<file path="src/rtl/elevador_pkg.sv">
// Shared types and defaults for the elevator call-queue slice:
// FSM state encoding, default sizing and the floor-index type.
package elevador_pkg;

   localparam int NUM_FLOORS_DEF      = 4;
   localparam int DEBOUNCE_CYCLES_DEF = 16;

   // Wide enough for the largest supported building (8 floors).
   localparam int FW_MAX   = 3;
   localparam int DB_CNT_W = 8;

   typedef logic [FW_MAX-1:0] floor_t;

   typedef enum logic [1:0] {
      IDLE  = 2'd0,
      OFFER = 2'd1,
      BUSY  = 2'd2
   } fsm_state_t;

endpackage

</file>
<file path="src/rtl/call_debounce.sv">
// One call button: 2-flop synchroniser, stability counter and debounced
// level; emits a single-cycle pulse when the debounced level rises.
module call_debounce
   import elevador_pkg::*;
#(
   parameter int DEBOUNCE_CYCLES = DEBOUNCE_CYCLES_DEF
) (
   input  logic clk,
   input  logic rst_n,
   input  logic raw,
   output logic rise
);

   localparam logic [DB_CNT_W-1:0] CNT_LAST = DB_CNT_W'(DEBOUNCE_CYCLES - 1);

   logic                sync1_reg;
   logic                sync2_reg;
   logic                db_reg;
   logic                rise_reg;
   logic [DB_CNT_W-1:0] cnt_reg;

   always_ff @(posedge clk or negedge rst_n) begin
      if (!rst_n) begin
         sync1_reg <= 1'b0;
         sync2_reg <= 1'b0;
         db_reg    <= 1'b0;
         rise_reg  <= 1'b0;
         cnt_reg   <= '0;
      end else begin
         sync1_reg <= raw;
         sync2_reg <= sync1_reg;
         rise_reg  <= 1'b0;
         if (sync2_reg == db_reg) begin
            cnt_reg <= '0;
         end else if (cnt_reg == CNT_LAST) begin
            // Stable long enough: accept the new level, pulse only on a press.
            db_reg   <= sync2_reg;
            cnt_reg  <= '0;
            rise_reg <= sync2_reg;
         end else begin
            cnt_reg <= cnt_reg + 1'b1;
         end
      end
   end

   assign rise = rise_reg;

endmodule

</file>
<file path="src/rtl/elevador_call_queue.sv">
// Latches debounced floor calls and offers the next target over valid/ready
// using SCAN ordering; clears a call when the car reports service there.
module elevador_call_queue
   import elevador_pkg::*;
#(
   parameter  int NUM_FLOORS      = NUM_FLOORS_DEF,
   parameter  int DEBOUNCE_CYCLES = DEBOUNCE_CYCLES_DEF,
   localparam int FW              = $clog2(NUM_FLOORS)
) (
   input  logic                  clk,
   input  logic                  rst_n,
   input  logic [NUM_FLOORS-1:0] boton,
   input  logic [FW-1:0]         cur_floor,
   input  logic                  at_floor,
   input  logic                  req_ready,
   output logic                  req_valid,
   output logic [FW-1:0]         req_floor,
   output logic [NUM_FLOORS-1:0] pending,
   output logic                  dir_up
);

   fsm_state_t            state_reg;
   logic                  req_valid_reg;
   logic [FW-1:0]         req_floor_reg;
   logic [NUM_FLOORS-1:0] pending_reg;
   logic                  dir_up_reg;

   logic [NUM_FLOORS-1:0] rise_vec;

   generate
      for (genvar gi = 0; gi < NUM_FLOORS; gi++) begin : g_btn
         call_debounce #(
            .DEBOUNCE_CYCLES(DEBOUNCE_CYCLES)
         ) u_debounce (
            .clk  (clk),
            .rst_n(rst_n),
            .raw  (boton[gi]),
            .rise (rise_vec[gi])
         );
      end
   endgenerate

   logic                  cur_ok;
   logic [NUM_FLOORS-1:0] masked;
   logic                  up_found;
   logic                  dn_found;
   logic [FW-1:0]         up_idx;
   logic [FW-1:0]         dn_idx;
   logic                  sel_found;
   logic [FW-1:0]         sel_floor;
   logic                  sel_dir_up;

   always_comb begin
      cur_ok = ({1'b0, cur_floor} < (FW+1)'(NUM_FLOORS));
      masked = pending_reg;
      if (cur_ok) begin
         masked[cur_floor] = 1'b0;
      end
      up_found = 1'b0;
      up_idx   = '0;
      dn_found = 1'b0;
      dn_idx   = '0;
      // Scan downward so the last hit is the lowest floor above the car.
      for (int i = NUM_FLOORS - 1; i >= 0; i--) begin
         if (masked[i] && (i > int'(cur_floor))) begin
            up_found = 1'b1;
            up_idx   = FW'(i);
         end
      end
      for (int i = 0; i < NUM_FLOORS; i++) begin
         if (masked[i] && (i < int'(cur_floor))) begin
            dn_found = 1'b1;
            dn_idx   = FW'(i);
         end
      end
      if (!cur_ok) begin
         up_found = 1'b0;
         dn_found = 1'b0;
      end
      sel_found  = up_found | dn_found;
      sel_floor  = '0;
      sel_dir_up = dir_up_reg;
      if (dir_up_reg) begin
         if (up_found) begin
            sel_floor  = up_idx;
            sel_dir_up = 1'b1;
         end else begin
            sel_floor  = dn_idx;
            sel_dir_up = 1'b0;
         end
      end else begin
         if (dn_found) begin
            sel_floor  = dn_idx;
            sel_dir_up = 1'b0;
         end else begin
            sel_floor  = up_idx;
            sel_dir_up = 1'b1;
         end
      end
   end

   logic                  here_clear;
   logic                  arrive;
   logic [NUM_FLOORS-1:0] clr_vec;

   always_comb begin
      here_clear = (state_reg == IDLE) && at_floor && cur_ok && pending_reg[cur_floor];
      arrive     = (state_reg == BUSY) && at_floor && (cur_floor == req_floor_reg);
      clr_vec    = '0;
      if (here_clear) begin
         clr_vec[cur_floor] = 1'b1;
      end
      if (arrive) begin
         clr_vec[req_floor_reg] = 1'b1;
      end
   end

   always_ff @(posedge clk or negedge rst_n) begin
      if (!rst_n) begin
         state_reg     <= IDLE;
         req_valid_reg <= 1'b0;
         req_floor_reg <= '0;
         pending_reg   <= '0;
         dir_up_reg    <= 1'b1;
      end else begin
         // Clear beats a same-edge press; the button edge is already spent.
         pending_reg <= (pending_reg | rise_vec) & ~clr_vec;
         case (state_reg)
            IDLE: begin
               if (!here_clear && sel_found) begin
                  req_floor_reg <= sel_floor;
                  req_valid_reg <= 1'b1;
                  dir_up_reg    <= sel_dir_up;
                  state_reg     <= OFFER;
               end
            end
            OFFER: begin
               if (req_ready) begin
                  req_valid_reg <= 1'b0;
                  state_reg     <= BUSY;
               end
            end
            BUSY: begin
               if (arrive) begin
                  state_reg <= IDLE;
               end
            end
            default: begin
               req_valid_reg <= 1'b0;
               state_reg     <= IDLE;
            end
         endcase
      end
   end

   assign req_valid = req_valid_reg;
   assign req_floor = req_floor_reg;
   assign pending   = pending_reg;
   assign dir_up    = dir_up_reg;

endmodule
</file>
<file path="config.mk">
export PLATFORM = sky130hd
export DESIGN_NAME = elevador_call_queue
export DESIGN_NICKNAME = d
export VERILOG_FILES = /design/src/rtl/elevador_pkg.sv /design/src/rtl/call_debounce.sv /design/src/rtl/elevador_call_queue.sv
export SDC_FILE = /design/constraint.sdc
export NUM_CORES = 1
export LEC_CHECK = 0
export ABC_AREA = 0
export BUFFER_PORTS_ARGS = -buffer_cell sky130_fd_sc_hd__buf_2
export CELL_PAD_IN_SITES_DETAIL_PLACEMENT = 1
export CELL_PAD_IN_SITES_GLOBAL_PLACEMENT = 2
export CORE_UTILIZATION = 30
export DETAILED_ROUTE_END_ITERATION = 8
export PLACE_DENSITY_LB_ADDON = 0.3
export REMOVE_ABC_BUFFERS = 1
export SLEW_MARGIN = 15
export SYNTH_ARGS = -nofsm -noshare
export SYNTH_HDL_FRONTEND = slang
export SYNTH_SLANG_ARGS = --single-unit
export TNS_END_PERCENT = 1
</file>
<file path="constraint.sdc">
create_clock -name clk -period 2.5 [get_ports clk]
set_clock_uncertainty 0.05 [all_clocks]
set_input_delay 0.5 -clock clk [delete_from_list [all_inputs] [get_ports clk]]
set_output_delay 0.5 -clock clk [all_outputs]
set_load 0.01 [all_outputs]
</file>
==> impl_results.md <==
- Status: finished clean
- Synthesized area: 0.00268 mm^2
- Worst-Skew Late Latency: 0.33 ns
- Row count: 34
- DP HPWL: 3640 um
- Max H-tree Level: 3
- Pre-antenna DRT Iters: 2
- Vias/cell: 4.79
- WP data required: 2.67 ns
- First-pass GRT wire length: 9050 um
- Worst-path maximum fanout: 16
- WL/cell: 13.5 um
- Core Area: 0.00868 mm^2
- All-layer global routing usage: 13.2%
- Setup TNS: 0 ns
- Initial Util: 30.9%
- Vias in the first global route: 1905
- Avg Inst Size Synth: 10.8 um^2
- Unrepaired setup endpoints after global routing: no
- Leak: 1.42 nW
- Via count: 1841
- Slew HR: 60.7%
- Fin worst setup slack: 0.677 ns
- Worst path arrival time: 2.00 ns
- Setup Fix Bufs, Post-CTS: 0
- Delay-heaviest family, CP: multiplexers
- Largest net degree at the start of global routing: 26
- CTS Buf Count: 9
- Global route overflow: 0
- ANT nets after route: 0
- DRC Markers: 0
- CP max stage cell: mux2_4
- Period utilisation layout: 72.9%
- Cell mode on critical path: mux2_4
- Max reg flops: 32
- Commonest non-fill, non-tap cells in the layout: dfrtp_1, nor2_1, buf_2
- Post-CTS Hold Fix Bufs: 0
- Worst Path Buf+Inv: 1
- CP Depth: 5
- CTS tree: built
- IO Pins: 18
- Most common cell after layout, fill and taps aside: dfrtp_1
- Initial antenna violation count: 0
- Die width: 96.6 um
- Final setup viols: 0
- Layout net count: 285
- Post-layout min period: 1.82 ns
- Area delta synth->final: 14.8%
- Total of max-cap violations: 0
- Routability Congestion: 0.723
- Synthesis-stage register bit count: 58
- DP Worst Slack: 0.322 ns
- Total wire length: 5170 um
- Slowest cell delay on critical path: 0.36 ns
- Yosys warns: 0
- Share of cells above drive strength 1: 16.3%
- Worst IR Drop VDD: 252 uV
- Die area: 0.00933 mm^2
- Gates resized, CTS repair: 0
- Final Hold Viols: 0
- Cells after Synth: 248
- Crit end category: flip-flop
- Overall power: 0.00220 W
- Post-synthesis sequential area ratio: 54.1%
- Total clock sinks: 58
- Register-to-Register Path Depth: 4
- P per Cell Area: 714 mW/mm^2
- Hold Crit Class: in2async
- Slew Limit Fails: 0
- Crit path kind: in2reg
- Port bufs: 17
- Measured slew at the worst slew-check pin: 0.589 ns
- N_diodes: 0
- Clock slew at reported path FFs: 0.07 ns
- Fmax: 549 MHz
- Setup crit start kind: primary input
- CP cell instances: buf_2, mux2_4, a22oi_2, and3_1, mux2_4
- Clk root buf: clkbuf_8
- Worst hold slack: 0.109 ns
- Max Buffers Root-to-Sink: 2
- Yosys cell types: 45
- Initial DRC count: 23
- Die height: 96.6 um
==> final timing paths <==
kind	start	to	slack [ns]
worst min-delay path	rst_n	req_valid	0.11
worst max-delay path	cur_floor[1]	req_floor[1]	0.68
min in group clk	boton[0]	g_btn[0].u_debounce.sync1_reg	0.22
worst max register to register	pending[3]	req_floor[1]	0.69
worst min register to register	g_btn[3].u_debounce.sync1_reg	g_btn[3].u_debounce.sync2_reg	0.30
max in group asynchronous	rst_n	g_btn[1].u_debounce.sync2_reg	1.70
==> layout make-up <==
type | instances | area [um^2]
Inverter | 8 | 30.0
Clock buffer | 11 | 151
Sequential cell | 58 | 1450
Clock inverter | 5 | 52.6
Tap cell | 108 | 135
Fill cell | 1008 | 5600
Multi-Input combinational cell | 175 | 1150
Timing Repair Buffer | 19 | 113
==> per-layer routing <==
layer | vias to the layer above | GRT usage, % | share of wire (%)
met5 | - | 0 | 0
met3 | 6 | 3.29 | 2.6
li1 | 902 | - | -
met2 | 20 | 21.0 | 48
met1 | 913 | 16.2 | 47
met4 | 0 | 7.72 | 2.0
==> per-stage QoR <==
stage               util (%)  cell area, um^2  instances
global route            35.5             3080        384
CTS                     35.5             3080        384
global placement        33.1             2880        368
floorplan                  -             2630        241
finish                  35.5             3080        384
detailed placement      33.1             2880        368
==> cells in the mapped netlist (all sizes together) <==
library cell | number | area, um^2
o311ai | 1 | 8.76
o22a | 1 | 8.76
inv | 8 | 30.0
o21a | 1 | 7.51
or3b | 1 | 8.76
a211oi | 1 | 7.51
dfstp | 1 | 26.3
nor2b | 3 | 18.8
o41a | 1 | 11.3
clkbuf | 1 | 3.75
a32oi | 1 | 8.76
and3 | 8 | 50.1
a22oi | 1 | 12.5
and2 | 4 | 25.0
o211ai | 1 | 7.51
nand4 | 3 | 18.8
nand3b | 1 | 7.51
nor3 | 4 | 20.0
buf | 6 | 51.3
ha | 4 | 50.1
nor4 | 5 | 31.3
nand3 | 8 | 40.0
a221o | 1 | 10.0
mux2 | 8 | 101
dfrtp | 57 | 1430
xnor2 | 14 | 123
a21o | 3 | 22.5
o221a | 2 | 22.5
nor2 | 38 | 143
a31oi | 5 | 31.3
nand2 | 16 | 60.1
o32a | 1 | 10.0
o22ai | 2 | 12.5
nand2b | 6 | 45.0
xor2 | 16 | 140
a21oi | 6 | 30.0
nor3b | 5 | 37.5
o21ai | 3 | 15.0
==> cells by family (layout without fill, tap and decap cells) <==
family / Yosys count / after routing / share of synthesized area [%]
buffers and inverters: 15 / 43 / 3.17
muxes: 8 / 8 / 3.78
AOI/OAI and AO/OA: 31 / 31 / 8.44
and+or+nand+nor: 102 / 102 / 18.8
adders and majority gates: 4 / 4 / 1.86
DFF: 58 / 58 / 54.1
xor gates and xnor gates: 30 / 30 / 9.79
==> report_power, final <==
part           leakage (nW)  switching (W)  internal (W)
Sequential            0.771      0.0000735       0.00100
Clock                 0.105       0.000373      0.000509
Combinational         0.542       0.000134      0.000107
(Power assumes the default switching activity.)
